<file path="src/rtl/xtea_pkg.sv">
// Shared constants and FSM encoding for the xtea_dec stream bridge and its helpers.
package xtea_pkg;

  localparam int WORD_SIZE = 128;
  localparam int BUS_W     = 32;
  localparam int NW        = WORD_SIZE / BUS_W;

  // xtea_dec latency: 32 rounds of 3 cycles plus load/unload; TIMEOUT must exceed it
  localparam int DEC_ROUNDS  = 32;
  localparam int DEC_LATENCY = DEC_ROUNDS * 3 + 2;

  typedef enum logic [1:0] {
    ST_IDLE,
    ST_LAUNCH,
    ST_BUSY,
    ST_SEND
  } state_t;

endpackage

</file>
<file path="src/rtl/xtea_word_ser.sv">
// Splits a captured 128-bit block into bus words, most-significant word first,
// with valid/ready handshaking and a last-word flag.
module xtea_word_ser #(
  parameter int WORD_SIZE = 128,
  parameter int BUS_W     = 32
) (
  input  logic                 clock,
  input  logic                 reset,
  input  logic                 load,
  input  logic [WORD_SIZE-1:0] block,
  output logic                 out_valid,
  input  logic                 out_ready,
  output logic [BUS_W-1:0]     out_data,
  output logic                 out_last,
  output logic                 done
);

  localparam int NW = WORD_SIZE / BUS_W;
  localparam int CW = (NW > 1) ? $clog2(NW) : 1;

  logic [WORD_SIZE-1:0] out_buf;
  logic [CW-1:0]        cnt;
  logic                 active;

  always_ff @(posedge clock or negedge reset) begin
    if (!reset) begin
      out_buf <= '0;
      cnt     <= '0;
      active  <= 1'b0;
    end else if (load) begin
      out_buf <= block;
      cnt     <= '0;
      active  <= 1'b1;
    end else if (active && out_ready) begin
      if (cnt == CW'(NW - 1)) begin
        active <= 1'b0;
        cnt    <= '0;
      end else begin
        cnt <= cnt + CW'(1);
      end
    end
  end

  assign out_valid = active;
  assign out_last  = active && (cnt == CW'(NW - 1));
  assign out_data  = active ? out_buf[(NW - 1 - int'(cnt)) * BUS_W +: BUS_W] : '0;
  assign done      = out_last && out_ready;

endmodule

</file>
<file path="src/rtl/xtea_dec_stream_if.sv">
// Word-stream front end for one xtea_dec: gathers key and ciphertext words, launches
// the decryptor, guards it with a watchdog and streams the plaintext back out.
module xtea_dec_stream_if
  import xtea_pkg::*;
#(
  parameter int WORD_SIZE = xtea_pkg::WORD_SIZE,
  parameter int BUS_W     = xtea_pkg::BUS_W,
  parameter int TIMEOUT   = 255
) (
  input  logic                 clock,
  input  logic                 reset,
  input  logic                 in_valid,
  output logic                 in_ready,
  input  logic [BUS_W-1:0]     in_data,
  input  logic                 in_is_key,
  output logic                 dec_start,
  output logic [WORD_SIZE-1:0] dec_data_in,
  output logic [WORD_SIZE-1:0] dec_key,
  input  logic                 dec_ready,
  input  logic [WORD_SIZE-1:0] dec_data_out,
  output logic                 out_valid,
  input  logic                 out_ready,
  output logic [BUS_W-1:0]     out_data,
  output logic                 out_last,
  output logic                 err_timeout
);

  localparam int NW  = WORD_SIZE / BUS_W;
  localparam int KCW = (NW > 1) ? $clog2(NW) : 1;
  localparam int DCW = $clog2(NW + 1);
  localparam int WDW = $clog2(TIMEOUT + 1);

  state_t               state, next_state;
  logic [WORD_SIZE-1:0] key_reg, blk_reg;
  logic [KCW-1:0]       key_cnt;
  logic [DCW-1:0]       data_cnt;
  logic                 key_loaded;
  logic [WDW-1:0]       wdog;
  logic                 data_full, in_fire, wdog_expired, ser_load, ser_done;

  assign data_full    = (data_cnt == DCW'(NW));
  assign in_fire      = in_valid && in_ready;
  assign wdog_expired = (wdog == WDW'(TIMEOUT));

  always_ff @(posedge clock or negedge reset) begin
    if (!reset) state <= ST_IDLE;
    else        state <= next_state;
  end

  always_comb begin
    next_state = state;
    case (state)
      ST_IDLE:   if (data_full && key_loaded) next_state = ST_LAUNCH;
      ST_LAUNCH: next_state = ST_BUSY;
      ST_BUSY: begin
        if (dec_ready)         next_state = ST_SEND;
        else if (wdog_expired) next_state = ST_IDLE;
      end
      ST_SEND:   if (ser_done) next_state = ST_IDLE;
      default:   next_state = ST_IDLE;
    endcase
  end

  // Key words stay open during BUSY/SEND because xtea_dec has already latched its key
  always_comb begin
    in_ready  = 1'b0;
    dec_start = 1'b0;
    ser_load  = 1'b0;
    if (reset) in_ready = (state != ST_LAUNCH) && !(data_full && !in_is_key);
    dec_start = (state == ST_LAUNCH);
    ser_load  = (state == ST_BUSY) && dec_ready;
  end

  // A fresh key sequence invalidates the old key from its first word onward
  always_ff @(posedge clock or negedge reset) begin
    if (!reset) begin
      key_reg    <= '0;
      key_cnt    <= '0;
      key_loaded <= 1'b0;
    end else if (in_fire && in_is_key) begin
      key_reg[(NW - 1 - int'(key_cnt)) * BUS_W +: BUS_W] <= in_data;
      if (key_cnt == KCW'(NW - 1)) begin
        key_cnt    <= '0;
        key_loaded <= 1'b1;
      end else begin
        key_cnt <= key_cnt + KCW'(1);
        if (key_cnt == '0) key_loaded <= 1'b0;
      end
    end
  end

  always_ff @(posedge clock or negedge reset) begin
    if (!reset) begin
      blk_reg  <= '0;
      data_cnt <= '0;
    end else if (state == ST_LAUNCH) begin
      data_cnt <= '0;
    end else if (in_fire && !in_is_key) begin
      blk_reg[(NW - 1 - int'(data_cnt)) * BUS_W +: BUS_W] <= in_data;
      data_cnt <= data_cnt + DCW'(1);
    end
  end

  always_ff @(posedge clock or negedge reset) begin
    if (!reset) begin
      wdog        <= '0;
      err_timeout <= 1'b0;
    end else begin
      if (state == ST_LAUNCH)                    wdog <= '0;
      else if (state == ST_BUSY && !wdog_expired) wdog <= wdog + WDW'(1);
      if (state == ST_BUSY && !dec_ready && wdog_expired) err_timeout <= 1'b1;
    end
  end

  assign dec_key     = key_reg;
  assign dec_data_in = blk_reg;

  xtea_word_ser #(
    .WORD_SIZE (WORD_SIZE),
    .BUS_W     (BUS_W)
  ) u_ser (
    .clock     (clock),
    .reset     (reset),
    .load      (ser_load),
    .block     (dec_data_out),
    .out_valid (out_valid),
    .out_ready (out_ready),
    .out_data  (out_data),
    .out_last  (out_last),
    .done      (ser_done)
  );

endmodule

</file>
<file path="config.mk">
export PLATFORM = sky130hd
export DESIGN_NAME = xtea_dec_stream_if
export DESIGN_NICKNAME = d
export VERILOG_FILES = /design/src/rtl/xtea_pkg.sv /design/src/rtl/xtea_word_ser.sv /design/src/rtl/xtea_dec_stream_if.sv
export SDC_FILE = /design/constraint.sdc
export NUM_CORES = 1
export LEC_CHECK = 0
export CAP_MARGIN = 20
export CORE_MARGIN = 8
export CORE_UTILIZATION = 53
export CTS_BUF_LIST = sky130_fd_sc_hd__clkbuf_16
export CTS_CLUSTER_SIZE = 25
export DETAILED_ROUTE_END_ITERATION = 12
export GPL_TIMING_DRIVEN = 0
export PLACE_DENSITY = 0.86
export SLEW_MARGIN = 20
export SYNTH_ARGS = -nofsm -noshare
export SYNTH_HDL_FRONTEND = slang
export SYNTH_SLANG_ARGS = --single-unit
</file>
<file path="constraint.sdc">
create_clock -name clock -period 5.4 [get_ports clock]
set_input_delay 1.62 -clock clock [delete_from_list [all_inputs] [get_ports clock]]
set_output_delay 1.62 -clock clock [all_outputs]
set_load 0.01 [all_outputs]
</file>
==> flow_metrics.env, run 1 <==
export IMPL_run_status="finished clean"
export IMPL_min_path_cells=1
export IMPL_rsz0062_at_grt="no"
export IMPL_post_place_instance_area_um2=22620
export IMPL_clock_tree_htree_level_count=2
export IMPL_synthCells=1490
export IMPL_chipWidth_um=197.1
export IMPL_critPathMaxStageDelay_ns=0.57
export IMPL_crit_type="reg -> out"
export IMPL_ff_latch_area_um2=10110
export IMPL_worstSetupEndpointType="output port"
export IMPL_post_synth_top_area_fraction_pct=58.16
export IMPL_final_instance_count_excl_fill=2480
export IMPL_vias=13910
export IMPL_final_critical_path_setup_slack_ns=0.7800
export IMPL_hold_class="reg -> reg"
export IMPL_slew_limit_headroom_pct=21.95
export IMPL_core_um2=32450
export IMPL_detail_route_antenna_nets=0
export IMPL_fin_crit_ns=4.620
export IMPL_insertion_delay_ns=0.55
export IMPL_critical_path_cell_chain="clkbuf_1 -> buf_2 -> mux4_2 -> and2_1 -> clkdlybuf4s50_1"
export IMPL_drive_gt1_share_pct=15.79
export IMPL_cts_resized=0
export IMPL_synth_seq_area_share_pct=58.16
export IMPL_grt_first_pass_wirelength_mm=87.69
export IMPL_achievable_freq_mhz=216.4
export IMPL_vias_in_the_first_global_route=14820
export IMPL_synth_flop_cell="dfrtp_1"
export IMPL_maximum_count_of_clock_buffers_along_a_single_path=3
export IMPL_critPathMaxFanout=10
export IMPL_placed_cells=2393
export IMPL_irDropWorstVdd_mv=0.4050
export IMPL_fillerInstances=2128
export IMPL_drt_initial_drc_count=1082
export IMPL_grt_start_max_net_pins=103
export IMPL_top_level_ports=459
export IMPL_starting_density_of_the_core_pct=53.56
export IMPL_drc=0
export IMPL_lkg_pwr_uw=0.01031
export IMPL_multi_input_comb_area_um2=6306
export IMPL_numCtsBuffers=42
export IMPL_via_per_inst=5.607
export IMPL_powerDensity_nw_per_um2=597.9
export IMPL_worst_path_buf_inv=3
export IMPL_synth_nets=1669
export IMPL_num_rows=66
export IMPL_finalWirelength_mm=58.00
export IMPL_die_h_um=197.1
export IMPL_timing_max_cap_violations=0
export IMPL_maxSlewViolCount=0
export IMPL_pre_cts_ws_ns=0.9107
export IMPL_cp_data_arrival_time_ns=3.00
export IMPL_postSynthAreaPerCell_um2=11.67
export IMPL_cts_root_buffer="clkbuf_16"
export IMPL_detailed_routing_iterations_pass_1=6
export IMPL_worstMarginPinSlew_ns=1.168
export IMPL_stdcell_area_um2=23990
export IMPL_cts_tree="done"
export IMPL_post_synth_top_count_cell="dfrtp_1"
export IMPL_synth_async_reset_ratio_pct=100.0
export IMPL_netlist_top_cells_count="dfrtp_1, mux2_2, nand2_1"
export IMPL_synth_edf_count=0
export IMPL_cts_hold_repair_buffers=0
export IMPL_gpl_final_weighted_congestion=0.8553
export IMPL_timing_reg2reg_setup_slack_ns=2.35
export IMPL_clk_pin_slew_ns=0.06
export IMPL_grt_antenna_before_repair=11
export IMPL_cts_post_setup_buffers_inserted=0
export IMPL_clock_sinks=404
export IMPL_post_synth_num_cell_types=41
export IMPL_critical_path_top_delay_family="buffers and inverters"
export IMPL_worst_path_stages=5
export IMPL_layout_nets=2174
export IMPL_area_of_the_die_um2=38850
export IMPL_area_growth_synth_to_final_pct=37.99
export IMPL_post_synth_top_area_cell="dfrtp_1"
export IMPL_port_buffer_count=457
export IMPL_skew_ns=0.02460
export IMPL_timing_critical_path_from_type="flop"
export IMPL_period_utilisation_layout_pct=85.56
export IMPL_synth_top_cells_by_area="dfrtp_1, mux2_2, o21ai_0"
export IMPL_grt_total_usage_pct=29.34
export IMPL_gr_total_overflow=0
export IMPL_mappedNetlistArea_um2=17380
export IMPL_yosysWarnings=0
export IMPL_final_hold_violating_endpoints=0
export IMPL_place_hpwl_mm=43.19
export IMPL_critPathRequiredTime_ns=3.78
export IMPL_timing_final_setup_violations=0
export IMPL_slowest_stage_cell_on_the_critical_path="mux4_2"
export IMPL_detail_route_wl_per_cell_um=23.39
export IMPL_synth_seq_cells=404
export IMPL_r2r_cells=8
cell type report:
class,count,share of cell area (%)
clock inverters,33,1.168
repair buffers,461,19.55
inverters,138,2.160
clock buffers,42,4.382
flip-flops and latches,404,42.15
multi-input cells,853,26.29
well taps,442,2.306
diodes,12,0.1252
plain buffers,95,1.868
metal layers:
metal / vias up / GRT usage [%] / share of wire, %
met5: - / 0 / 0
met4: 0 / 19.25 / 7.1
met3: 210 / 5.707 / 6.8
met2: 657 / 48.65 / 49
met1: 6983 / 34.70 / 37
li1: 6055 / - / -
final timing paths:
check	from	to
max	u_ser.cnt[0]$_DFFE_PN0P_	out_data[4]
min	err_timeout$_DFFE_PN0P_	err_timeout$_DFFE_PN0P_
max reg2reg	data_cnt[0]$_DFFE_PN0P_	dec_data_in[116]$_DFFE_PN0P_
min reg2reg	err_timeout$_DFFE_PN0P_	err_timeout$_DFFE_PN0P_
max in group asynchronous	reset	dec_data_in[54]$_DFFE_PN0P_
min in group asynchronous	reset	dec_data_in[66]$_DFFE_PN0P_
placed cells by master (no fill, tap or decap), types with 3 or more instances in the layout:
cell type,instances
a211oi_1,3
a21o_1,3
a21oi_1,8
and2_1,67
and3_1,5
and4_1,3
buf_1,10
buf_16,4
buf_2,19
buf_6,9
bufinv_16,4
clkbuf_1,57
clkbuf_16,42
clkdlybuf4s50_1,456
clkinv_1,9
clkinv_2,9
dfrtp_1,404
diode_2,12
ha_1,13
inv_1,142
mux2_1,5
mux2_2,188
mux2i_1,33
mux4_2,32
nand2_1,180
nand2b_1,3
nand3_1,103
nand4_1,4
nor2_1,10
nor3_1,6
nor3b_1,3
o21ai_0,161
o21ai_1,4
per-stage QoR:
stage	util (%)	power (uW)	hold WS [ns]	TNS, ns
6_report	73.91	14340	0.4771	0
5_1_grt	73.89	15030	0.4946	0
4_1_cts	73.81	14390	0.4799	0
3_5_place_dp	69.71	11480	0.4563	0
3_3_place_gp	69.36	11200	0.4448	-9456.97
2_1_floorplan	-	8042	0.4722	0
registers in the layout (all words and copies together), names as in the netlist:
signal / count
data_cnt: 3
dec_data_in: 128
dec_key: 128
err_timeout: 1
key_cnt: 2
key_loaded: 1
state: 2
u_ser.cnt: 2
u_ser.out_buf: 128
u_ser.out_valid: 1
wdog: 8
worst register-to-register path, cell delays in order, from the launching register on:
cell,delay [ns]
dfrtp_1,0.36
buf_2,0.25
inv_1,0.11
ha_1,0.23
a21o_1,0.25
or4_4,0.56
nor4_4,0.57
buf_6,0.26
mux2_2,0.35
cell families (layout without fill, tap and decap cells):
logic type / after synthesis / count (layout) / share of synthesized area [%]
multiplexers: 258 / 258 / 18.55
AND/OR/NAND/NOR: 390 / 390 / 10.94
flip-flops: 404 / 404 / 58.16
AO/OA/AOI/OAI: 192 / 192 / 5.852
other: 0 / 12 / 0
buffers and inverters: 233 / 769 / 5.557
adder cells (fa/ha/maj): 13 / 13 / 0.9358
where the power goes:
| part | internal (uW) | switching [uW] | total, uW |
|---|---|---|---|
| logic | 3410 | 2950 | 6360 |
| registers | 4330 | 823 | 5150 |
| clock network | 1610 | 1220 | 2830 |
(Power assumes the default switching activity.)
==> inputs of run 2 (changes only) <==
Settings changed: GPL_TIMING_DRIVEN 0 to 1.
==> run 2 against run 1 <==
  * Final area fell by 1.5%
  * Utilization down 1.1 points
  * Sequential cell count unchanged
  * Worst setup slack better by 0.13 ns
  * Fmax is 3.0% higher
  * Combinational power down 3%
  * Total power fell by 1.7%
  * Clock-buffer cell count increased by 3
  * Largest power group unchanged
==> flow_metrics.env, run 2 (synthesis results as in run 1) <==
export IMPL_grt_first_pass_wirelength_mm=81.30
export IMPL_skew_ns=0.01764
export IMPL_cp_data_arrival_time_ns=2.87
export IMPL_drc=0
export IMPL_die_h_um=197.1
export IMPL_powerDensity_nw_per_um2=596.5
export IMPL_power_clock_fraction_pct=19.5
export IMPL_cellInternalPower_uw=9291
export IMPL_port_buffer_count=458
export IMPL_drt_initial_drc_count=997
export IMPL_gr_total_overflow=0
export IMPL_cts_tree="done"
export IMPL_r2r_endpoint="dec_data_in[112]$_DFFE_PN0P_"
export IMPL_stdcell_area_um2=23630
export IMPL_area_of_the_die_um2=38850
export IMPL_detail_route_wl_per_cell_um=22.46
export IMPL_reg2reg_from="data_cnt[0]$_DFFE_PN0P_"
export IMPL_final_hold_violating_endpoints=0
export IMPL_timing_max_cap_violations=0
export IMPL_maximum_count_of_clock_buffers_along_a_single_path=3
export IMPL_critPathMaxFanout=3
export IMPL_lkg_pwr_uw=0.01017
export IMPL_slew_limit_headroom_pct=35.59
export IMPL_most_common_library_cell_in_the_layout_ignoring_fill_and_taps="clkdlybuf4s50_1"
export IMPL_num_rows=66
export IMPL_timing_final_setup_violations=0
export IMPL_fin_crit_ns=4.487
export IMPL_fin_setup_tns_ns=0
export IMPL_gpl_final_weighted_congestion=0.8689
export IMPL_timing_critical_path_from_type="input pin"
export IMPL_post_place_instance_area_um2=22290
export IMPL_critPathMaxStageDelay_ns=0.54
export IMPL_maxSlewViolCount=0
export IMPL_numCtsBuffers=42
export IMPL_layout_cells_most_common_list="clkdlybuf4s50_1, dfrtp_1, mux2_2, nand2_1, o21ai_0"
export IMPL_irDropWorstVdd_mv=0.3555
export IMPL_grt_start_max_net_pins=167
export IMPL_rsz0062_at_grt="no"
export IMPL_starting_density_of_the_core_pct=53.56
export IMPL_worstMarginPinSlew_ns=0.9662
export IMPL_timing_reg2reg_setup_slack_ns=2.41
export IMPL_power_frac_seq_pct=36.7
export IMPL_power_switching_uw=4802
export IMPL_grt_antenna_before_repair=5
export IMPL_vias_in_the_first_global_route=13810
export IMPL_hold_class="reg -> reg"
export IMPL_area_growth_synth_to_final_pct=35.92
export IMPL_r2r_cells=8
export IMPL_finalWirelength_mm=53.74
export IMPL_vias=13360
export IMPL_cts_root_buffer="clkbuf_16"
export IMPL_cts_post_setup_buffers_inserted=0
export IMPL_insertion_delay_ns=0.53
export IMPL_switching_share_pct=34.08
export IMPL_clock_tree_htree_level_count=2
export IMPL_timing_critical_path_mode_cell="clkdlybuf4s50_1"
export IMPL_cts_hold_repair_buffers=0
export IMPL_grt_total_usage_pct=26.81
export IMPL_place_hpwl_mm=38.23
export IMPL_chipWidth_um=197.1
export IMPL_slowest_stage_cell_on_the_critical_path="clkdlybuf4s50_1"
export IMPL_p_comb_share_pct=43.8
export IMPL_fillerInstances=2097
export IMPL_achievable_freq_mhz=222.8
export IMPL_cts_resized=0
export IMPL_hold_start="err_timeout$_DFFE_PN0P_"
export IMPL_detail_route_antenna_nets=0
export IMPL_worstSetupEndpointType="output port"
export IMPL_min_path_cells=1
export IMPL_drive_gt1_share_pct=16.23
export IMPL_period_utilisation_layout_pct=83.10
export IMPL_core_um2=32450
export IMPL_top_level_ports=459
export IMPL_via_per_inst=5.583
export IMPL_layout_nets=2098
export IMPL_min_delay_worst_endpoint="err_timeout$_DFFE_PN0P_"
export IMPL_run_status="finished clean"
export IMPL_critical_path_cell_chain="clkdlybuf4s50_1 -> o211a_1 -> clkdlybuf4s50_1"
export IMPL_critPathRequiredTime_ns=3.78
export IMPL_clock_sinks=404
export IMPL_crit_type="in -> out"
export IMPL_multi_input_comb_area_um2=6341
export IMPL_detailed_routing_iterations_pass_1=5
export IMPL_ff_latch_area_um2=10110
export IMPL_clk_pin_slew_ns=0.06
[run 2: cell count changes in the layout (fill, tap and decap cells not counted), sizes merged]
cell / previous run / this run
clkdlybuf4s50: 456 / 457
clkbuf: 99 / 45
clkinvlp: 2 / 0
inv: 144 / 145
clkinv: 21 / 18
buf: 43 / 23
bufinv: 4 / 2
diode: 12 / 4
[run 2: how the worst max path moves through the flow]
stage,cells past startpoint,start,endpoint,slack [ns]
finish,3,in_is_key,in_ready,0.91
floorplan,1,in_is_key,in_ready,1.92
global route,4,u_ser.cnt[0]$_DFFE_PN0P_,out_data[0],0.89
CTS,3,in_is_key,in_ready,0.92
global placement,3,in_is_key,in_ready,0.93
detailed placement,3,in_is_key,in_ready,0.93
[run 2: metrics by stage]
step / setup WS [ns] / total power (uW) / cells / utilization [%] / hold WS (ns)
after floorplan: 1.924 / 8042 / 1490 / - / 0.4722
after global placement: 0.9349 / 11090 / 2316 / 68.69 / 0.4541
after detailed placement: 0.9267 / 11350 / 2316 / 68.69 / 0.4518
after CTS: 0.9184 / 14180 / 2388 / 72.67 / 0.4647
after global routing: 0.8896 / 14810 / 2393 / 72.80 / 0.4734
final: 0.9126 / 14090 / 2393 / 72.80 / 0.4595
[run 2: routing by layer]
layer | vias to the layer above | wire [um] | GRT usage [%]
met4 | 2 | 3311 | 15.19
met3 | 166 | 3958 | 4.974
met2 | 608 | 26620 | 44.75
met5 | - | 13 | 0
met1 | 6705 | 19840 | 32.59
li1 | 5879 | - | -
[run 2: cell type report]
class	instances	share of cell area [%]
Clock buffer	45	4.766
Inverter	138	2.193
Multi-Input combinational cell	853	26.84
Clock inverter	27	0.6991
Antenna cell	4	0.04237
Sequential cell	404	42.80
Timing Repair Buffer	480	20.32
Tap cell	442	2.341
[run 2: critical path, delay by kind of cell]
family	cells	cell delay, ns
buf+inv	2	1.07
compound gates	1	0.18
[run 2: power by group through the flow]
stage | combinational [uW] | sequential, uW | clock [uW]
floorplan | 2750 | 5290 | 0
global placement | 5980 | 5110 | 0
detailed placement | 6170 | 5180 | 0
CTS | 6220 | 5150 | 2800
global route | 6580 | 5310 | 2920
finish | 6170 | 5170 | 2750
